===== config.mk =====
export PLATFORM = sky130hd
export DESIGN_NAME = dispatch_unit_param_flat
export DESIGN_NICKNAME = d
export VERILOG_FILES = /design/src/rtl/dispatch_unit_param_if.sv /design/src/rtl/dispatch_unit_param.sv /design/src/flat_wrapper.sv
export SDC_FILE = /design/constraint.sdc
export NUM_CORES = 1
export LEC_CHECK = 0
export ABC_AREA = 1
export CAP_MARGIN = 10
export CORE_AREA = 2 2 245 199
export DETAILED_ROUTE_END_ITERATION = 8
export DIE_AREA = 0 0 247 201
export PLACE_DENSITY_LB_ADDON = 0.3
export SYNTH_ARGS = -nofsm -noshare
export SYNTH_HDL_FRONTEND = slang
export SYNTH_SLANG_ARGS = --single-unit

===== constraint.sdc =====
create_clock -name clock -period 11.1 [get_ports clock]
set_input_delay 3.33 -clock clock [delete_from_list [all_inputs] [get_ports clock]]
set_output_delay 3.33 -clock clock [all_outputs]
set_load 0.02 [all_outputs]

===== src/rtl/dispatch_unit_param_if.sv =====
// dispatch_unit_param_if
// Bundles every non-clock/reset signal of the dispatch stage.
//   ifetch side   : ifetch_pc_4, ifetch_intruction, ifetch_empty (in);
//                   Dispatch_ren, Dispatch_jmp, Dispatch_jmp_addr (out)
//   register file : regfile_rs_addr/rt_addr (out), regfile_rs_data/rt_data (in)
//   CDB snoop     : cdb_valid, cdb_tag, cdb_data (in)
//   issue queues  : dispatch_* payload and dispatch_en_* (out),
//                   issueque_*_full (in)
//   debug         : dbg_state (out), current FSM state (0 = RUN, 1 = FLUSH)
// Handshake: the dispatch stage pops the ifetch head exactly on a rising
// clock edge where Dispatch_ren = 1; an issue queue accepts the payload on
// an edge where its dispatch_en_* = 1, which is only raised while that
// queue's full flag is low. No other signal implies a transfer.
// modport master = dispatch stage, modport slave = its environment.
interface dispatch_unit_param_if #(
  parameter int DATA_W = 32,
  parameter int REG_AW = 5,
  parameter int TAG_W  = 5
);
  logic [31:0]       ifetch_pc_4;
  logic [31:0]       ifetch_intruction;
  logic              ifetch_empty;
  logic              Dispatch_ren;
  logic              Dispatch_jmp;
  logic [31:0]       Dispatch_jmp_addr;
  logic [REG_AW-1:0] regfile_rs_addr;
  logic [REG_AW-1:0] regfile_rt_addr;
  logic [DATA_W-1:0] regfile_rs_data;
  logic [DATA_W-1:0] regfile_rt_data;
  logic              cdb_valid;
  logic [TAG_W-1:0]  cdb_tag;
  logic [DATA_W-1:0] cdb_data;
  logic [DATA_W-1:0] dispatch_rs_data;
  logic [DATA_W-1:0] dispatch_rt_data;
  logic              dispatch_rs_data_valid;
  logic              dispatch_rt_data_valid;
  logic [TAG_W-1:0]  dispatch_rs_tag;
  logic [TAG_W-1:0]  dispatch_rt_tag;
  logic [TAG_W-1:0]  dispatch_rd_tag;
  logic [3:0]        dispatch_opcode;
  logic [4:0]        dispatch_shfamt;
  logic [15:0]       dispatch_imm_ld_st;
  logic              dispatch_en_integer;
  logic              dispatch_en_ld_st;
  logic              dispatch_en_mul;
  logic              issueque_integer_full;
  logic              issueque_full_ld_st;
  logic              issueque_mul_full;
  logic [0:0]        dbg_state;

  modport master (
    input  ifetch_pc_4, ifetch_intruction, ifetch_empty,
    output Dispatch_ren, Dispatch_jmp, Dispatch_jmp_addr,
    output regfile_rs_addr, regfile_rt_addr,
    input  regfile_rs_data, regfile_rt_data,
    input  cdb_valid, cdb_tag, cdb_data,
    output dispatch_rs_data, dispatch_rt_data,
    output dispatch_rs_data_valid, dispatch_rt_data_valid,
    output dispatch_rs_tag, dispatch_rt_tag, dispatch_rd_tag,
    output dispatch_opcode, dispatch_shfamt, dispatch_imm_ld_st,
    output dispatch_en_integer, dispatch_en_ld_st, dispatch_en_mul,
    input  issueque_integer_full, issueque_full_ld_st, issueque_mul_full,
    output dbg_state
  );

  modport slave (
    output ifetch_pc_4, ifetch_intruction, ifetch_empty,
    input  Dispatch_ren, Dispatch_jmp, Dispatch_jmp_addr,
    input  regfile_rs_addr, regfile_rt_addr,
    output regfile_rs_data, regfile_rt_data,
    output cdb_valid, cdb_tag, cdb_data,
    input  dispatch_rs_data, dispatch_rt_data,
    input  dispatch_rs_data_valid, dispatch_rt_data_valid,
    input  dispatch_rs_tag, dispatch_rt_tag, dispatch_rd_tag,
    input  dispatch_opcode, dispatch_shfamt, dispatch_imm_ld_st,
    input  dispatch_en_integer, dispatch_en_ld_st, dispatch_en_mul,
    output issueque_integer_full, issueque_full_ld_st, issueque_mul_full,
    input  dbg_state
  );
endinterface


===== src/rtl/dispatch_unit_param.sv =====
// dispatch_unit_param
// In-order dispatch stage of the Tomasulo MIPS core. Each cycle it decodes
// the ifetch head, resolves operands through the register status table
// (RST), allocates a result tag from a round-robin tag pool, and writes the
// instruction into the integer, load/store or multiply issue queue. J-type
// jumps redirect ifetch and spend one FLUSH cycle. The CDB is snooped to
// free tags and clear RST entries.
// Ports:
//   clock  rising-edge clock
//   reset  synchronous, active-high
//   dp     dispatch_unit_param_if.master (ifetch, regfile, CDB, issue
//          queue signals and the FSM debug state)
// Optional feature macro: CDB_BYPASS_EN
//   defined   : a busy operand whose producer is on the CDB this cycle is
//               forwarded from cdb_data.
//   undefined : that case stalls dispatch for one cycle; the instruction
//               goes out next cycle with the operand read from the regfile.
module dispatch_unit_param #(
  parameter int DATA_W = 32,
  parameter int REG_AW = 5,
  parameter int TAG_W  = 5
) (
  input logic clock,
  input logic reset,
  dispatch_unit_param_if.master dp
);
  localparam int NREG = 1 << REG_AW;
  localparam int NTAG = 1 << TAG_W;

  localparam logic [0:0] ST_RUN   = 1'b0;
  localparam logic [0:0] ST_FLUSH = 1'b1;

  logic [0:0]        state_q, state_d;
  logic [TAG_W-1:0]  alloc_q, alloc_d;
  logic [NTAG-1:0]   tag_free_q, tag_free_d;
  logic [NREG-1:0]   rst_busy_q, rst_busy_d;
  logic [TAG_W-1:0]  rst_tag_q [NREG];
  logic [TAG_W-1:0]  rst_tag_d [NREG];

  // ---------------- decode ----------------
  logic [31:0] instr;
  logic [5:0]  op6, funct;
  logic        is_int, is_mul, is_lw, is_sw, is_jump, is_ldst;
  logic        needs_tag, unsup, has_dest;
  logic [3:0]  opc;
  logic [REG_AW-1:0] rs_addr, rt_addr, rd_addr, dest;

  assign instr   = dp.ifetch_intruction;
  assign op6     = instr[31:26];
  assign funct   = instr[5:0];
  assign rs_addr = REG_AW'(instr[25:21]);
  assign rt_addr = REG_AW'(instr[20:16]);
  assign rd_addr = REG_AW'(instr[15:11]);

  // Jumps and unsupported encodings report opcode 0; no queue sees them.
  always_comb begin
    is_int  = 1'b0;
    is_mul  = 1'b0;
    is_lw   = 1'b0;
    is_sw   = 1'b0;
    is_jump = 1'b0;
    opc     = 4'h0;
    case (op6)
      6'h00: begin
        case (funct)
          6'h20: begin is_int = 1'b1; opc = 4'h0; end
          6'h22: begin is_int = 1'b1; opc = 4'h1; end
          6'h24: begin is_int = 1'b1; opc = 4'h2; end
          6'h25: begin is_int = 1'b1; opc = 4'h3; end
          6'h2A: begin is_int = 1'b1; opc = 4'h4; end
          6'h00: begin is_int = 1'b1; opc = 4'h5; end
          6'h02: begin is_int = 1'b1; opc = 4'h6; end
          6'h19: begin is_mul = 1'b1; opc = 4'hA; end
          default: ;
        endcase
      end
      6'h23:   begin is_lw = 1'b1; opc = 4'h8; end
      6'h2B:   begin is_sw = 1'b1; opc = 4'h9; end
      6'h02:   is_jump = 1'b1;
      default: ;
    endcase
  end

  assign is_ldst   = is_lw | is_sw;
  assign needs_tag = is_int | is_ldst | is_mul;
  assign unsup     = !needs_tag && !is_jump;
  assign has_dest  = is_int | is_mul | is_lw;
  assign dest      = is_lw ? rt_addr : rd_addr;

  // ---------------- operand resolution ----------------
  logic              rs_busy, rt_busy, rs_hit, rt_hit;
  logic [TAG_W-1:0]  rs_cur_tag, rt_cur_tag;
  logic [DATA_W-1:0] rs_data, rt_data;
  logic              rs_valid, rt_valid;
  logic [TAG_W-1:0]  rs_tag, rt_tag;

  assign rs_busy    = rst_busy_q[rs_addr];
  assign rt_busy    = rst_busy_q[rt_addr];
  assign rs_cur_tag = rst_tag_q[rs_addr];
  assign rt_cur_tag = rst_tag_q[rt_addr];
  // Register 0 is never marked busy, so no hit is possible on it.
  assign rs_hit = rs_busy && dp.cdb_valid && (dp.cdb_tag == rs_cur_tag);
  assign rt_hit = rt_busy && dp.cdb_valid && (dp.cdb_tag == rt_cur_tag);

  always_comb begin
    rs_data  = '0;
    rs_valid = 1'b1;
    rs_tag   = '0;
    if (rs_addr == '0) begin
      rs_data = '0;
    end else if (!rs_busy) begin
      rs_data = dp.regfile_rs_data;
`ifdef CDB_BYPASS_EN
    end else if (rs_hit) begin
      rs_data = dp.cdb_data;
`endif
    end else begin
      rs_valid = 1'b0;
      rs_tag   = rs_cur_tag;
    end
  end

  always_comb begin
    rt_data  = '0;
    rt_valid = 1'b1;
    rt_tag   = '0;
    if (rt_addr == '0) begin
      rt_data = '0;
    end else if (!rt_busy) begin
      rt_data = dp.regfile_rt_data;
`ifdef CDB_BYPASS_EN
    end else if (rt_hit) begin
      rt_data = dp.cdb_data;
`endif
    end else begin
      rt_valid = 1'b0;
      rt_tag   = rt_cur_tag;
    end
  end

  // ---------------- dispatch decision ----------------
  logic target_full, cdb_stall, ren;

  assign target_full = (is_int  && dp.issueque_integer_full) ||
                       (is_ldst && dp.issueque_full_ld_st)   ||
                       (is_mul  && dp.issueque_mul_full);
`ifdef CDB_BYPASS_EN
  assign cdb_stall = 1'b0;
`else
  // Without forwarding, wait one cycle for the RST clear to land.
  assign cdb_stall = needs_tag && (rs_hit || rt_hit);
`endif

  assign ren = !reset && (state_q == ST_RUN) && !dp.ifetch_empty &&
               !target_full && !cdb_stall &&
               (is_jump || unsup || tag_free_q[alloc_q]);

  // ---------------- next state ----------------
  always_comb begin
    state_d    = state_q;
    alloc_d    = alloc_q;
    tag_free_d = tag_free_q;
    rst_busy_d = rst_busy_q;
    rst_tag_d  = rst_tag_q;
    if (dp.cdb_valid) begin
      tag_free_d[dp.cdb_tag] = 1'b1;
      for (int r = 0; r < NREG; r++) begin
        if (rst_busy_q[r] && (rst_tag_q[r] == dp.cdb_tag)) rst_busy_d[r] = 1'b0;
      end
    end
    case (state_q)
      ST_RUN:   if (ren && is_jump) state_d = ST_FLUSH;
      ST_FLUSH: state_d = ST_RUN;
      default:  state_d = ST_RUN;
    endcase
    // Applied after the CDB clear so a same-cycle RST write wins.
    if (ren && needs_tag) begin
      tag_free_d[alloc_q] = 1'b0;
      alloc_d = (alloc_q == TAG_W'(NTAG - 1)) ? TAG_W'(1) : alloc_q + TAG_W'(1);
      if (has_dest && (dest != '0)) begin
        rst_busy_d[dest] = 1'b1;
        rst_tag_d[dest]  = alloc_q;
      end
    end
  end

  always_ff @(posedge clock) begin
    if (reset) begin
      state_q    <= ST_RUN;
      alloc_q    <= TAG_W'(1);
      tag_free_q <= '1;
      rst_busy_q <= '0;
      for (int r = 0; r < NREG; r++) rst_tag_q[r] <= '0;
    end else begin
      state_q    <= state_d;
      alloc_q    <= alloc_d;
      tag_free_q <= tag_free_d;
      rst_busy_q <= rst_busy_d;
      rst_tag_q  <= rst_tag_d;
    end
  end

  // ---------------- outputs ----------------
  assign dp.Dispatch_ren           = ren;
  assign dp.Dispatch_jmp           = ren && is_jump;
  assign dp.Dispatch_jmp_addr      = {dp.ifetch_pc_4[31:28], instr[25:0], 2'b00};
  assign dp.regfile_rs_addr        = rs_addr;
  assign dp.regfile_rt_addr        = rt_addr;
  assign dp.dispatch_rs_data       = rs_data;
  assign dp.dispatch_rt_data       = rt_data;
  assign dp.dispatch_rs_data_valid = rs_valid;
  assign dp.dispatch_rt_data_valid = rt_valid;
  assign dp.dispatch_rs_tag        = rs_tag;
  assign dp.dispatch_rt_tag        = rt_tag;
  assign dp.dispatch_rd_tag        = alloc_q;
  assign dp.dispatch_opcode        = opc;
  assign dp.dispatch_shfamt        = instr[10:6];
  assign dp.dispatch_imm_ld_st     = instr[15:0];
  assign dp.dispatch_en_integer    = ren && is_int;
  assign dp.dispatch_en_ld_st      = ren && is_ldst;
  assign dp.dispatch_en_mul        = ren && is_mul;
  assign dp.dbg_state              = state_q;

  // Low PC bits only matter to the fetch stage.
  logic unused_ok;
`ifdef CDB_BYPASS_EN
  assign unused_ok = ^{dp.ifetch_pc_4[27:0]};
`else
  assign unused_ok = ^{dp.ifetch_pc_4[27:0], dp.cdb_data};
`endif
endmodule


===== src/flat_wrapper.sv =====
// flat-port wrapper written by rule: the top's interface ports become plain ports
module dispatch_unit_param_flat 
#(
  parameter int DATA_W = 32,
  parameter int REG_AW = 5,
  parameter int TAG_W  = 5
)
  (clock, reset, dp_ifetch_pc_4, dp_ifetch_intruction, dp_ifetch_empty, dp_Dispatch_ren, dp_Dispatch_jmp, dp_Dispatch_jmp_addr, dp_regfile_rs_addr, dp_regfile_rt_addr, dp_regfile_rs_data, dp_regfile_rt_data, dp_cdb_valid, dp_cdb_tag, dp_cdb_data, dp_dispatch_rs_data, dp_dispatch_rt_data, dp_dispatch_rs_data_valid, dp_dispatch_rt_data_valid, dp_dispatch_rs_tag, dp_dispatch_rt_tag, dp_dispatch_rd_tag, dp_dispatch_opcode, dp_dispatch_shfamt, dp_dispatch_imm_ld_st, dp_dispatch_en_integer, dp_dispatch_en_ld_st, dp_dispatch_en_mul, dp_issueque_integer_full, dp_issueque_full_ld_st, dp_issueque_mul_full, dp_dbg_state);
  dispatch_unit_param_if #(.DATA_W(DATA_W), .REG_AW(REG_AW), .TAG_W(TAG_W)) dp_i ();
  input logic clock;
  input logic reset;
  input wire logic [$bits(dp_i.ifetch_pc_4)-1:0] dp_ifetch_pc_4;
  input wire logic [$bits(dp_i.ifetch_intruction)-1:0] dp_ifetch_intruction;
  input wire logic [$bits(dp_i.ifetch_empty)-1:0] dp_ifetch_empty;
  output wire logic [$bits(dp_i.Dispatch_ren)-1:0] dp_Dispatch_ren;
  output wire logic [$bits(dp_i.Dispatch_jmp)-1:0] dp_Dispatch_jmp;
  output wire logic [$bits(dp_i.Dispatch_jmp_addr)-1:0] dp_Dispatch_jmp_addr;
  output wire logic [$bits(dp_i.regfile_rs_addr)-1:0] dp_regfile_rs_addr;
  output wire logic [$bits(dp_i.regfile_rt_addr)-1:0] dp_regfile_rt_addr;
  input wire logic [$bits(dp_i.regfile_rs_data)-1:0] dp_regfile_rs_data;
  input wire logic [$bits(dp_i.regfile_rt_data)-1:0] dp_regfile_rt_data;
  input wire logic [$bits(dp_i.cdb_valid)-1:0] dp_cdb_valid;
  input wire logic [$bits(dp_i.cdb_tag)-1:0] dp_cdb_tag;
  input wire logic [$bits(dp_i.cdb_data)-1:0] dp_cdb_data;
  output wire logic [$bits(dp_i.dispatch_rs_data)-1:0] dp_dispatch_rs_data;
  output wire logic [$bits(dp_i.dispatch_rt_data)-1:0] dp_dispatch_rt_data;
  output wire logic [$bits(dp_i.dispatch_rs_data_valid)-1:0] dp_dispatch_rs_data_valid;
  output wire logic [$bits(dp_i.dispatch_rt_data_valid)-1:0] dp_dispatch_rt_data_valid;
  output wire logic [$bits(dp_i.dispatch_rs_tag)-1:0] dp_dispatch_rs_tag;
  output wire logic [$bits(dp_i.dispatch_rt_tag)-1:0] dp_dispatch_rt_tag;
  output wire logic [$bits(dp_i.dispatch_rd_tag)-1:0] dp_dispatch_rd_tag;
  output wire logic [$bits(dp_i.dispatch_opcode)-1:0] dp_dispatch_opcode;
  output wire logic [$bits(dp_i.dispatch_shfamt)-1:0] dp_dispatch_shfamt;
  output wire logic [$bits(dp_i.dispatch_imm_ld_st)-1:0] dp_dispatch_imm_ld_st;
  output wire logic [$bits(dp_i.dispatch_en_integer)-1:0] dp_dispatch_en_integer;
  output wire logic [$bits(dp_i.dispatch_en_ld_st)-1:0] dp_dispatch_en_ld_st;
  output wire logic [$bits(dp_i.dispatch_en_mul)-1:0] dp_dispatch_en_mul;
  input wire logic [$bits(dp_i.issueque_integer_full)-1:0] dp_issueque_integer_full;
  input wire logic [$bits(dp_i.issueque_full_ld_st)-1:0] dp_issueque_full_ld_st;
  input wire logic [$bits(dp_i.issueque_mul_full)-1:0] dp_issueque_mul_full;
  output wire logic [$bits(dp_i.dbg_state)-1:0] dp_dbg_state;
  assign dp_i.ifetch_pc_4 = dp_ifetch_pc_4;
  assign dp_i.ifetch_intruction = dp_ifetch_intruction;
  assign dp_i.ifetch_empty = dp_ifetch_empty;
  assign dp_Dispatch_ren = dp_i.Dispatch_ren;
  assign dp_Dispatch_jmp = dp_i.Dispatch_jmp;
  assign dp_Dispatch_jmp_addr = dp_i.Dispatch_jmp_addr;
  assign dp_regfile_rs_addr = dp_i.regfile_rs_addr;
  assign dp_regfile_rt_addr = dp_i.regfile_rt_addr;
  assign dp_i.regfile_rs_data = dp_regfile_rs_data;
  assign dp_i.regfile_rt_data = dp_regfile_rt_data;
  assign dp_i.cdb_valid = dp_cdb_valid;
  assign dp_i.cdb_tag = dp_cdb_tag;
  assign dp_i.cdb_data = dp_cdb_data;
  assign dp_dispatch_rs_data = dp_i.dispatch_rs_data;
  assign dp_dispatch_rt_data = dp_i.dispatch_rt_data;
  assign dp_dispatch_rs_data_valid = dp_i.dispatch_rs_data_valid;
  assign dp_dispatch_rt_data_valid = dp_i.dispatch_rt_data_valid;
  assign dp_dispatch_rs_tag = dp_i.dispatch_rs_tag;
  assign dp_dispatch_rt_tag = dp_i.dispatch_rt_tag;
  assign dp_dispatch_rd_tag = dp_i.dispatch_rd_tag;
  assign dp_dispatch_opcode = dp_i.dispatch_opcode;
  assign dp_dispatch_shfamt = dp_i.dispatch_shfamt;
  assign dp_dispatch_imm_ld_st = dp_i.dispatch_imm_ld_st;
  assign dp_dispatch_en_integer = dp_i.dispatch_en_integer;
  assign dp_dispatch_en_ld_st = dp_i.dispatch_en_ld_st;
  assign dp_dispatch_en_mul = dp_i.dispatch_en_mul;
  assign dp_i.issueque_integer_full = dp_issueque_integer_full;
  assign dp_i.issueque_full_ld_st = dp_issueque_full_ld_st;
  assign dp_i.issueque_mul_full = dp_issueque_mul_full;
  assign dp_dbg_state = dp_i.dbg_state;
  dispatch_unit_param #(.DATA_W(DATA_W), .REG_AW(REG_AW), .TAG_W(TAG_W)) u_core (.clock(clock), .reset(reset), .dp(dp_i));
endmodule

======== Word-level counts from Yosys, hierarchy flattened ========
Cells that the tools add are included.
Widths: inputs -> output; s select.
operators by class
  bitwise logic cells ..................... 13
  multiplexer cells ....................... 83
  divide/modulo/power cells ............... 0
  magnitude comparators ................... 12
  shift operators ......................... 0
  reduce and logical (&&, ||, !) cells .... 74
  equal/unequal tests ..................... 45
  add/subtract/negate cells ............... 1
  $mul .................................... 0
operators with widths
  cell                count
  $mux 32             9
  $eq 5x5->1          34
  $bwmux 160          1
  $or 32x32->32       2
  $logic_and 1x1->1   56
  $mux 5              11
  $bmux 5 s5          2
  $mux 1              50
  $eq 6x6->1 const B  7
  $and 32x32->32      1
  $not 32->32         1
  $lt 5x6->1 const B  5
  $pmux 4 s7          1
  $demux 5 s5         1
  $ge 6x6->1 const B  3
  $not 5->6           3
  $bmux 1 s5          3
  $demux 1 s5         3
  $ge 5x1->1 const B  3
  $eq 6x2->1 const B  2
  $logic_not 6->1     2
  $pmux 4 s3          1
  $logic_not 5->1     2
  $reduce_or 7->1     1
  11 further kinds    24
storage, ports and cells
  input port bits ......................... 172
  register bits after elaboration ......... 230
  memories ................................ 0
  ROM bits ................................ 0
  RAM bits ................................ 0
  latch bits .............................. 0
  word-level logic and storage cells ...... 264

======== Logic depth before layout (Yosys ltp) ========
Gate-level depths: netlist of run 1.
  word-level depth ........................ 14
  gate-level depth with buffers ........... 22
  gate-level depth less buffers ........... 18

======== Least setup slack after synthesis of run 1 ========
Ideal clock, no wire load.
  path kind ............................... input to output
  start ................................... input port dp_ifetch_intruction[16]
  end ..................................... output port dp_Dispatch_jmp
  path slack .............................. 2540 ps
  data required time ...................... 7770 ps
  stages on the path ...................... 16
  arrival time ............................ 5230 ps
  cell sequence ........................... buf_4 -> buf_6 -> buf_2 -> nand2_1 -> nand3_1 -> nand3_1 -> nand2_1 -> nand2_1 -> nand3_1 -> a21oi_1 -> nor2_1 -> nand3_2 -> nand3_2 -> nand2_1 -> inv_1 -> nor2_1
on the way
  cells in the longest elaborated chain, start to end .. 12
ends and longest elaborated chain
  element                                     line                        RTL
  start, declared                             flat_wrapper.sv:13          input wire logic [$bits(dp_i.ifetch_intruction)-1:0] dp_ifetch_intruction;
  $not 5->6 (implied by the code)             dispatch_unit_param.sv:100  assign rt_cur_tag = rst_tag_q[rt_addr];
  $bmux 5 s5                                  dispatch_unit_param.sv:100
  $mux 5 (implied by the code) (2 in series)  dispatch_unit_param.sv:100
  $eq 5x5->1                                  dispatch_unit_param.sv:103  assign rt_hit = rt_busy && dp.cdb_valid && (dp.cdb_tag == rt_cur_tag);
  $logic_and 1x1->1 (*)                       dispatch_unit_param.sv:103
  $logic_or 1x1->1 (*)                        dispatch_unit_param.sv:151  assign cdb_stall = needs_tag && (rs_hit || rt_hit);
  $logic_and 1x1->1 (*)                       dispatch_unit_param.sv:151
  $logic_not 1->1 (*)                         dispatch_unit_param.sv:155  !target_full && !cdb_stall &&
  $logic_and 1x1->1 (*) (2 in series)         dispatch_unit_param.sv:155
  net dp_Dispatch_ren                         flat_wrapper.sv:15          output wire logic [$bits(dp_i.Dispatch_ren)-1:0] dp_Dispatch_ren;
  $logic_and 1x1->1 (*)                       dispatch_unit_param.sv:205  assign dp.Dispatch_jmp = ren && is_jump;
  end, declared                               flat_wrapper.sv:16          output wire logic [$bits(dp_i.Dispatch_jmp)-1:0] dp_Dispatch_jmp;
Mark *: on every way through the listed nets, which the timed path passes. The rest lies on a longest branch. The select of a mux whose other input is x is not followed.

======== Worst setup path in the final report of run 1 ========
  start ................................... input port dp_ifetch_intruction[23]
  end ..................................... output port dp_dispatch_en_ld_st
on the way
  cells in the longest elaborated chain, start to end .. 12
ends and longest elaborated chain
  element                                     line                        RTL
  $not 5->6 (implied by the code)             dispatch_unit_param.sv:99   assign rs_cur_tag = rst_tag_q[rs_addr];
  $bmux 5 s5                                  dispatch_unit_param.sv:99
  $mux 5 (implied by the code) (2 in series)  dispatch_unit_param.sv:99
  $eq 5x5->1                                  dispatch_unit_param.sv:102  assign rs_hit = rs_busy && dp.cdb_valid && (dp.cdb_tag == rs_cur_tag);
  $logic_and 1x1->1 (*)                       dispatch_unit_param.sv:102
  $logic_or 1x1->1 (*)                        dispatch_unit_param.sv:151
  $logic_and 1x1->1 (*)                       dispatch_unit_param.sv:151
  $logic_not 1->1 (*)                         dispatch_unit_param.sv:155
  $logic_and 1x1->1 (*) (2 in series)         dispatch_unit_param.sv:155
  $logic_and 1x1->1 (*)                       dispatch_unit_param.sv:220  assign dp.dispatch_en_ld_st = ren && is_ldst;
  end, declared                               flat_wrapper.sv:36          output wire logic [$bits(dp_i.dispatch_en_ld_st)-1:0] dp_dispatch_en_ld_st;
Every way passes the cells marked *; elsewhere a longest branch is shown, timed or not. The select of a mux whose other input is x is not followed.

==> out/qor.log, run 1 <==
INFO  final_layout   seq_area=4600um2
INFO  final_layout   layout.cells.non_filler=3838
INFO  setup_path     cp.required=7.77ns
INFO  clock_tree     tritoncts.num_buffers=27
INFO  die            die_height=201um
INFO  global_routing globalRouteTotalUtil=27.8%
INFO  clock_tree     path_clk_slew=0.07ns
INFO  drt            drt-wirelength-per-cell=18.4um
INFO  drt            drt_pass1_iterations=6
INFO  timing         timing.fmax=98.4MHz
INFO  power_and_ir_drop leakagePower=9.35nW
INFO  final_layout   multi_input_gate_area_in_the_final_layout=10700um2
INFO  power_and_ir_drop power_per_cell_area=103nW/um2
INFO  power_and_ir_drop total_power=0.00222W
INFO  final_layout   synthToLayoutAreaGrowth=15.1%
INFO  clock_tree     clk_path_buf_depth=3
INFO  global_routing maximum_number_of_pins_on_one_net_before_global_route_repair=118
INFO  synthesis      ys.flop_type=sky130_fd_sc_hd__dfxtp_1
INFO  placed_design  gp_congestion=0.923
INFO  drt            via_count=20390
INFO  global_routing vias_in_the_first_global_route=18480
INFO  timing         hold-worst-slack=0.472ns
INFO  timing         worst-slew-pin-transition=1.07ns
INFO  die            coreArea=47500um2
INFO  hold_path      hp-class=reg -> reg
INFO  final_layout   antenna_cells=0
INFO  timing         period_needed=10.16ns
INFO  final_layout   final_layout_size_suffix_gt1_share=6.29%
INFO  final_layout   highest_count_cells_in_the_layout_ignoring_fill_and_taps=sky130_fd_sc_hd__nand2_1, sky130_fd_sc_hd__inv_1, sky130_fd_sc_hd__nand3_1
INFO  clock_tree     hold_buffers=0
INFO  die            start_util=39.3%
INFO  die            top_level_ports=326
INFO  clock_tree     postCtsSetupRepairBufs=0
INFO  clock_tree     clock_tree.htree_level_count=1
INFO  timing         fin_setup_tns=0ns
INFO  clock_tree     cts_num_sinks=230
INFO  placed_design  post-dp-hpwl=43.9mm
INFO  synthesis      cell_count_after_synthesis=3167
INFO  synthesis      synthArstFlopShare=0%
INFO  power_and_ir_drop ir_drop=0.108mV
INFO  setup_path     timing.critical_path.to_type=output port
INFO  drt            via_per_inst=5.31
INFO  die            area_of_the_die=49600um2
INFO  final_layout   final_nets=3368
INFO  placed_design  count_of_input_and_output_buffers=235
INFO  setup_path     critPathArrivalTime=6.83ns
INFO  synthesis      number_of_flops_mapped_to_enable_cells_by_yosys=0
INFO  timing         relSlewSlack=28.3%
INFO  timing         grt_setup_unrepaired=false
INFO  timing         layout_skew=0.0184ns
INFO  timing         slew_violations=0
INFO  synthesis      avgSynthCellArea=5.89um2
INFO  setup_path     critical_path.startpoint_type=input pin
INFO  clock_tree     clock_insertion_delay_at_the_later_pin_of_the_skew_report=0.57ns
INFO  timing         fraction_of_the_cycle_the_final_worst_path_needs=91.5%
INFO  setup_path     crit_path_max_fanout=18
INFO  synthesis      synth.yosys.seq_area_share=24.7%
INFO  flow_run       cap_violations=0
INFO  clock_tree     cts-resized-gates=0
INFO  status         status=finished, final reports clean
INFO  synthesis      synth_cell_types=42
INFO  synthesis      synth-warning-count=0
INFO  clock_tree     root_buffer=sky130_fd_sc_hd__clkbuf_16
INFO  global_routing antenna_found_initial=0
INFO  global_routing grt_overflow=0
INFO  final_layout   layout.cells.most_common=sky130_fd_sc_hd__nand2_1
INFO  die            placementRows=72
INFO  drt            routed_wl=70.4mm
INFO  clock_tree     tritoncts_clock_tree=built
INFO  synthesis      postSynthRegisterBits=230
INFO  timing         setup_viol=0
INFO  drt            detailedRoute.firstIterationViolations=2415
INFO  drt            final_antenna_net_count=0
INFO  global_routing first_pass_grt_wire_length=109mm
INFO  placed_design  placedCellCount=3791
INFO  synthesis      netlist_area_before_placement=18600um2
INFO  drt            route.detailed.drc=0
INFO  timing         hold_viol_final=0
INFO  die            floorplan.die.width=247um
INFO  final_layout   num-fill-cells=4984
INFO  setup_path     worst-setup-path-type=in -> out
flip-flops by register name, summed over array words and instances, names as in the netlist:
register                   flops
u_core.tag_free_q             32
u_core.dp.dbg_state            1
u_core.rst_tag_q             160
u_core.dp.dispatch_rd_tag      5
u_core.rst_busy_q             32
final timing paths:
kind                                startpoint               endpoint  slack [ns]  cells past startpoint
hold reg to reg          u_core.rst_tag_q[155]  u_core.rst_tag_q[155]        0.47                      2
setup / recovery      dp_ifetch_intruction[23]   dp_dispatch_en_ld_st        0.94                     17
hold / removal           u_core.rst_tag_q[155]  u_core.rst_tag_q[155]        0.47                      2
setup reg to reg  u_core.dp.dispatch_rd_tag[0]   u_core.rst_tag_q[22]        6.96                     18
area by class of cell:
class / count / area share (%)
clock buffers: 36 / 3.59
clock inverters: 11 / 0.577
inverters: 459 / 8.07
multi-input cells: 2184 / 49.7
flip-flops and latches: 230 / 21.5
well taps: 629 / 3.67
repair buffers: 289 / 12.9
where the power goes:
group          switching (W)  internal (W)  total [W]
combinational       0.000305      0.000155   0.000460
clock               0.000397      0.000533   0.000929
sequential       0.000000654      0.000826   0.000826
Yosys cell counts, types with 28 or more instances:
master,n,area [um2]
sky130_fd_sc_hd__o22ai_1,43,269
sky130_fd_sc_hd__buf_2,63,315
sky130_fd_sc_hd__nand4_1,175,1090
sky130_fd_sc_hd__clkbuf_1,100,375
sky130_fd_sc_hd__a21oi_1,116,581
sky130_fd_sc_hd__inv_1,416,1560
sky130_fd_sc_hd__buf_4,79,593
sky130_fd_sc_hd__inv_2,37,139
sky130_fd_sc_hd__buf_1,28,105
sky130_fd_sc_hd__dfxtp_1,230,4600
sky130_fd_sc_hd__nor2_1,289,1080
sky130_fd_sc_hd__nand3_1,352,1760
sky130_fd_sc_hd__nand4_4,30,638
sky130_fd_sc_hd__xnor2_1,30,263
sky130_fd_sc_hd__nand2_1,959,3600
sky130_fd_sc_hd__o21ai_0,68,340
metrics by stage:
stage	utilization [%]	worst slack [ns]	instance area, um2
after global placement	43.3	1.02	20600
after CTS	45.2	1.01	21500
after detailed placement	43.3	1.02	20600
after floorplan	-	2.54	18700
final	45.2	0.940	21500
after global routing	45.2	0.809	21500
worst max-delay path, cell delays in order:
cell and delay [ns]:
sky130_fd_sc_hd__clkdlybuf4s50_1 0.41, sky130_fd_sc_hd__inv_1 0.65, sky130_fd_sc_hd__buf_4 0.25, sky130_fd_sc_hd__nand3_1 0.07
sky130_fd_sc_hd__nand2_1 0.07, sky130_fd_sc_hd__nand2_1 0.06, sky130_fd_sc_hd__nand3_1 0.20, sky130_fd_sc_hd__nand2_1 0.13
sky130_fd_sc_hd__nor2_1 0.11, sky130_fd_sc_hd__nand2_1 0.07, sky130_fd_sc_hd__nor2_1 0.11, sky130_fd_sc_hd__nand3_1 0.24
sky130_fd_sc_hd__nand3_2 0.22, sky130_fd_sc_hd__nand2_1 0.13, sky130_fd_sc_hd__inv_1 0.15, sky130_fd_sc_hd__nor2_1 0.06
sky130_fd_sc_hd__clkdlybuf4s50_1 0.55
metal layers:
| layer | routed length [um] | track usage (%) | vias to the layer above |
|---|---|---|---|
| li1 | - | - | 10108 |
| met1 | 31200 | 40.7 | 9141 |
| met2 | 30000 | 41.3 | 1002 |
| met3 | 7160 | 4.68 | 139 |
| met4 | 2110 | 8.63 | 0 |
| met5 | 0 | 0 | - |
cell families (layout without fill, tap and decap cells):
family | Yosys count | in the layout | share of synthesized area (%)
xor gates and xnor gates | 53 | 53 | 2.49
adders and majority gates | 5 | 5 | 0.336
other | 1 | 2 | 0.0201
AOI/OAI and AO/OA | 284 | 284 | 8.90
and+or+nand+nor | 1840 | 1840 | 45.2
buffers and inverters | 754 | 795 | 18.4
DFF | 230 | 230 | 24.7
Note: power is estimated with default switching activity, not from simulation.
==> run 2: changes to the inputs <==
Settings changed: CTS_BUF_LIST from default to sky130_fd_sc_hd__clkbuf_8, RECOVER_POWER from default to 50.
==> out/qor.log, run 2 (synthesized netlist as in run 1, its figures left out) <==
INFO  final_layout   synthToLayoutAreaGrowth=12.3%
INFO  placed_design  placedCellCount=3791 [unchanged]
INFO  final_layout   num-fill-cells=5048 [+1.3%]
INFO  clock_tree     tritoncts.num_buffers=43 [+59%]
INFO  clock_tree     cts-resized-gates=0 [unchanged]
INFO  global_routing grt_overflow=0 [unchanged]
INFO  timing         fin_ws=0.816ns [-0.124 ns]
INFO  placed_design  placement.setup.worst_slack=1.02ns [unchanged]
INFO  flow_run       cap_violations=5 [+5]
INFO  clock_tree     clock_tree.htree_level_count=2 [+1]
INFO  setup_path     worst-setup-path-type=in -> out
INFO  clock_tree     tritoncts_clock_tree=built
INFO  global_routing first_pass_grt_wire_length=110mm [+0.38%]
INFO  power_and_ir_drop leakagePower=9.10nW [-2.7%]
INFO  placed_design  post-dp-hpwl=43.9mm [unchanged]
INFO  timing         slew_violations=310 [+310]
INFO  setup_path     critPathArrivalTime=6.95ns [+0.12 ns]
INFO  clock_tree     hold_buffers=0 [unchanged]
INFO  final_layout   max_flop_register=u_core.rst_tag_q
INFO  final_layout   biggest_registers_after_layout=u_core.rst_tag_q x160, u_core.rst_busy_q x32, u_core.tag_free_q x32
INFO  drt            routed_wl=71.1mm [+0.89%]
INFO  global_routing globalRouteTotalUtil=28.0% [+0.20 points]
INFO  setup_path     timing.critical_path.to_type=output port
INFO  power_and_ir_drop power_per_cell_area=102nW/um2 [-0.83%]
INFO  timing         period_needed=10.28ns [+0.124 ns]
INFO  global_routing vias_in_the_first_global_route=18656 [+0.95%]
INFO  final_layout   layout.cells.most_common=sky130_fd_sc_hd__nand2_1
INFO  timing         relSlewSlack=-164% [-190 points]
INFO  final_layout   seq_area=4600um2 [unchanged]
INFO  timing         timing.fmax=97.2MHz [-1.2%]
INFO  die            coreArea=47500um2 [unchanged]
INFO  die            floorplan.die.width=247um [unchanged]
INFO  final_layout   highest_count_cells_in_the_layout_ignoring_fill_and_taps=sky130_fd_sc_hd__nand2_1, sky130_fd_sc_hd__inv_1, sky130_fd_sc_hd__nand3_1
INFO  hold_path      hp-class=reg -> reg
INFO  final_layout   final_nets=3384 [+0.48%]
INFO  status         violations_in_the_final_reports=max-capacitance violations, max-slew violations
INFO  drt            final_antenna_net_count=0 [unchanged]
INFO  setup_path     crit_path_max_fanout=18 [unchanged]
INFO  clock_tree     clk_path_buf_depth=3 [unchanged]
INFO  clock_tree     root_buffer=sky130_fd_sc_hd__clkbuf_8
INFO  final_layout   largest_register_ffs=160 [unchanged]
INFO  die            area_of_the_die=49600um2 [unchanged]
INFO  final_layout   antenna_cells=0 [unchanged]
INFO  drt            route.detailed.drc=0 [unchanged]
INFO  setup_path     cp.required=7.77ns [about the same]
INFO  clock_tree     postCtsSetupRepairBufs=0 [unchanged]
INFO  drt            via_per_inst=5.31 [about the same]
INFO  drt            detailedRoute.firstIterationViolations=2471 [+2.3%]
INFO  placed_design  count_of_input_and_output_buffers=235 [unchanged]
INFO  final_layout   layout.cells.non_filler=3865 [+0.70%]
INFO  final_layout   final_layout_size_suffix_gt1_share=5.13% [-1.2 points]
INFO  setup_path     critical_path.startpoint_type=input pin
INFO  timing         grt_setup_unrepaired=false
INFO  final_layout   multi_input_gate_area_in_the_final_layout=10200um2 [-4.2%]
INFO  placed_design  gp_congestion=0.923 [unchanged]
INFO  timing         layout_skew=0.0189ns [+0.000421 ns]
INFO  drt            via_count=20533 [+0.70%]
INFO  status         status=finished, violations left
INFO  clock_tree     clock_insertion_delay_at_the_later_pin_of_the_skew_report=0.60ns [+0.03 ns]
INFO  die            start_util=39.3% [unchanged]
INFO  drt            drt-wirelength-per-cell=18.4um [+0.18%]
INFO  die            die_height=201um [unchanged]
INFO  die            top_level_ports=326 [unchanged]
INFO  timing         worst-slew-pin-transition=3.96ns [+2.89 ns]
INFO  clock_tree     cts_num_sinks=230 [unchanged]
INFO  clock_tree     path_clk_slew=0.06ns [about the same]
INFO  die            placementRows=72 [unchanged]
INFO  power_and_ir_drop ir_drop=0.0735mV [-32%]
INFO  timing         fin_setup_tns=0ns [unchanged]
INFO  timing         setup_viol=0 [unchanged]
INFO  timing         fraction_of_the_cycle_the_final_worst_path_needs=92.6% [+1.1 points]
INFO  timing         hold_viol_final=0 [unchanged]
INFO  drt            drt_pass1_iterations=8 [+2]
INFO  global_routing maximum_number_of_pins_on_one_net_before_global_route_repair=118 [unchanged]
INFO  global_routing antenna_found_initial=1 [+1]
==> run 2: cell types whose count changed in the layout (fill, tap and decap cells not counted), sizes merged <==
cell,change
clkinv,+9
inv,+1
clkbuf,+24
buf,-6
dlygate4sd3,+7
bufinv,-1
clkdlybuf4s50,-7
==> run 2: area by class of cell <==
cell class | instances | share of cell area (%)
Clock buffer | 54 | 3.55
Clock inverter | 20 | 0.538
Inverter | 459 | 8.24
Multi-Input combinational cell | 2184 | 48.8
Sequential cell | 230 | 22.0
Tap cell | 629 | 3.76
Timing Repair Buffer | 289 | 13.2
==> run 2: routing by layer <==
metal	share of wire [%]	track usage [%]	wire, um
met1	44	40.4	31300
met2	42	40.9	29800
met3	10	5.75	7410
met4	3.5	9.98	2500
met5	0.027	0	19
==> run 2: final timing paths <==
path | startpoint | to | slack [ns] | depth (start not counted)
setup reg to reg | u_core.dp.dispatch_rd_tag[0] | u_core.rst_tag_q[99] | 7.13 | 17
hold / removal | u_core.rst_tag_q[155] | u_core.rst_tag_q[155] | 0.47 | 2
hold reg to reg | u_core.rst_tag_q[155] | u_core.rst_tag_q[155] | 0.47 | 2
setup / recovery | dp_ifetch_intruction[23] | dp_dispatch_en_ld_st | 0.82 | 17
==> run 2: metrics by stage <==
step / utilization (%) / hold slack, ns / cell area (um2) / power [W]
after CTS: 45.1 / 0.469 / 21400 / 0.00215
after detailed placement: 43.3 / 0.460 / 20600 / 0.00130
final: 44.1 / 0.471 / 20900 / 0.00214
after global placement: 43.3 / 0.457 / 20600 / 0.00130
after global routing: 44.1 / 0.492 / 20900 / 0.00222
after floorplan: - / 0.440 / 18700 / 0.00113
==> run 2: report_power, final <==
part           switching, W  internal (W)
sequential      0.000000642      0.000826
combinational      0.000296      0.000160
clock              0.000403      0.000458
==> run 2: worst max-delay path, stage by stage <==
cell and delay [ns]:
sky130_fd_sc_hd__clkdlybuf4s50_1 0.41, sky130_fd_sc_hd__inv_1 0.65, sky130_fd_sc_hd__clkbuf_1 0.30, sky130_fd_sc_hd__nand3_1 0.12, sky130_fd_sc_hd__nand2_1 0.11, sky130_fd_sc_hd__nand2_1 0.08
sky130_fd_sc_hd__nand3_1 0.10, sky130_fd_sc_hd__nand2_1 0.11, sky130_fd_sc_hd__nor2_1 0.10, sky130_fd_sc_hd__nand2_1 0.06, sky130_fd_sc_hd__nor2_1 0.10, sky130_fd_sc_hd__nand3_1 0.23
sky130_fd_sc_hd__nand3_1 0.29, sky130_fd_sc_hd__nand2_1 0.16, sky130_fd_sc_hd__inv_1 0.16, sky130_fd_sc_hd__nor2_1 0.06, sky130_fd_sc_hd__clkdlybuf4s50_1 0.55
==> RTL edit (settings of run 2) <==
The option `CDB_BYPASS_EN` is turned on by a define.
--- a/src/rtl/dispatch_unit_param.sv
+++ b/src/rtl/dispatch_unit_param.sv
@@ -17,2 +17,4 @@
 //               goes out next cycle with the operand read from the regfile.
+`define CDB_BYPASS_EN
+
 module dispatch_unit_param #(
Function: changed (Yosys sat finds a counterexample within 4 cycles, from zero or initial values and one cycle with reset high).
==> RTL edit against run 2 <==
- the run still ends with max-capacitance violations, max-slew violations left
- worst setup slack worse by 0.014 ns
- synthesized area down 9.7%
- combinational power up 3%
- total power down 2.2%
- fmax down 0.14%
- sequential cell count unchanged
- wire length up 2.5%
- cell area down 5.1%
- largest cell class unchanged
==> RTL edit: results (changes against run 2) <==
[outcome]
status = finished with violations  ; unchanged
violations = max-capacitance violations, max-slew violations  ; unchanged

[detailed_routing]
drt_pre_antenna_iters = 8  ; unchanged
viasPerCell = 5.81  ; was 5.31
drt_iter0_markers = 2809  ; was 2471
wl_microns = 72800  ; was 71100 microns

[power_and_ir_drop]
swShare_pct = 33.4  ; was 32.7%
leakagePower_nw = 7.05  ; was 9.10 nW
seq_power_w = 0.000826  ; was 0.000827 W
clkPwrFrac_pct = 38.2  ; was 40.2%
ir_drop_mv = 0.0469  ; was 0.0735 mV
p_switching_w = 0.000700  ; about the same

[worst_setup_path]
critPathMaxFanout = 58  ; was 18
worstPathArrival_ns = 6.97  ; was 6.95 ns
crit_path_max_incr_delay_ns = 0.66
crit_slowest_cell = clkdlybuf4s50_1  ; was inv_1
reg2reg_slack_ns = 1.96  ; was 7.13 ns

[cts]
clkSlewWorstSetupHoldPaths_ns = 0.07
clock_latency_ns = 0.60  ; about the same
cts_setup_buffers = 0  ; unchanged
root_buffer = clkbuf_8  ; unchanged
htreeDepth = 2  ; unchanged
clock_path_buffers = 3  ; unchanged
cts_resized = 0  ; unchanged
cts_buffers = 41  ; was 43

[worst_hold_path]
min_path_type = reg -> reg  ; unchanged

[grt]
overflow = 0  ; unchanged
grt_pass1_wl_microns = 111000  ; was 110000 microns
grt_max_degree = 109  ; was 118
grt_util_all_layers_pct = 28.4  ; was 28.0%
grt_pass1_vias = 18900  ; was 18700
antenna_found_initial = 0  ; was 1

[job]
maxCapViolCount = 6  ; was 5

[timing]
clock-skew-final_ns = 0.0316  ; was 0.0189 ns
slew_viol_final = 299  ; was 310
worstMarginPinSlew_ns = 3.53  ; was 3.96 ns
period_needed_ns = 10.30  ; was 10.28 ns

[placed_design]
dp_hpwl_microns = 48100  ; was 43900 microns
post-place-ws_ns = 0.941  ; was 1.02 ns
gp_congestion = 0.988  ; was 0.923
io_buffers = 267  ; was 235

[logic_synthesis]
ys_seq_area_share_pct = 27.3  ; was 24.7%
ys_warn_count = 0  ; unchanged
netlist_top_cells_count = 885 x nand2_1, 507 x nand3_1, 301 x a21oi_1, 230 x dfxtp_1, 129 x nor2_1  ; was 959 x nand2_1, 416 x inv_1, 352 x nand3_1, 289 x nor2_1, 230 x dfxtp_1
synth.distinct_cells = 38  ; was 42
async_reset_ff_share_pct = 0  ; unchanged
synth_ff_type = dfxtp_1  ; unchanged
synth_area_leaders = dfxtp_1 27%, nand2_1 20%, nand3_1 15%  ; was dfxtp_1 25%, nand2_1 19%, nand3_1 9.4%

[final_layout]
n_antenna_cell = 0  ; unchanged
reg_top3 = u_core.rst_tag_q (160), u_core.rst_busy_q (32), u_core.tag_free_q (32)  ; unchanged
fillers = 5002  ; was 5048
finalNetCount = 3054  ; was 3384
final_layout_size_suffix_gt1_share_pct = 5.26  ; was 5.13%

RTL edit: worst paths after layout:
kind,from,endpoint,cells past startpoint
worst max-delay path,dp_ifetch_intruction[21],dp_dispatch_rs_data[17],17
worst min-delay path,u_core.tag_free_q[4],u_core.tag_free_q[4],2
worst max register to register,u_core.dp.dispatch_rd_tag[0],u_core.rst_tag_q[105],13
worst min register to register,u_core.tag_free_q[4],u_core.tag_free_q[4],2
RTL edit: per-stage QoR:
stage,hold WS [ns],area (sq um),std cells,util (%)
after floorplan,0.440,16800,2798,-
after global placement,0.457,19100,3463,40.2
after detailed placement,0.460,19100,3463,40.2
after CTS,0.478,19900,3536,41.9
after global routing,0.507,19900,3536,41.9
final,0.479,19900,3536,41.9
RTL edit: layer usage:
layer | part of all wire, % | track usage (%) | vias up | wire, microns
met3 | 11 | 5.21 | 169 | 7750
met4 | 3.3 | 10.3 | 0 | 2390
li1 | - | - | 9546 | -
met5 | 0 | 0 | - | 0
met2 | 45 | 43.4 | 1181 | 32500
met1 | 41 | 39.7 | 9635 | 30100
RTL edit: cells by family after synthesis:
group / synth area share (%)
and+or+nand+nor: 42.1
xor gates and xnor gates: 3.23
buffers and inverters: 11.3
DFF: 27.3
other: 0.0223
adders and majority gates: 0.372
AOI/OAI and AO/OA: 15.6
RTL edit: critical path, delay by kind of cell:
family                 cells  cell delay, ns
and+or+nand+nor           11            1.36
buffers and inverters      5            1.93
AOI/OAI and AO/OA          1            0.24
RTL edit: final cells by class:
type	count	area share, %
tap	629	3.96
inverter	92	1.74
timing repair buffer	315	15.1
clock inverter	23	0.586
sequential	230	23.2
multi-input combinational	2197	51.9
clock buffer	50	3.46
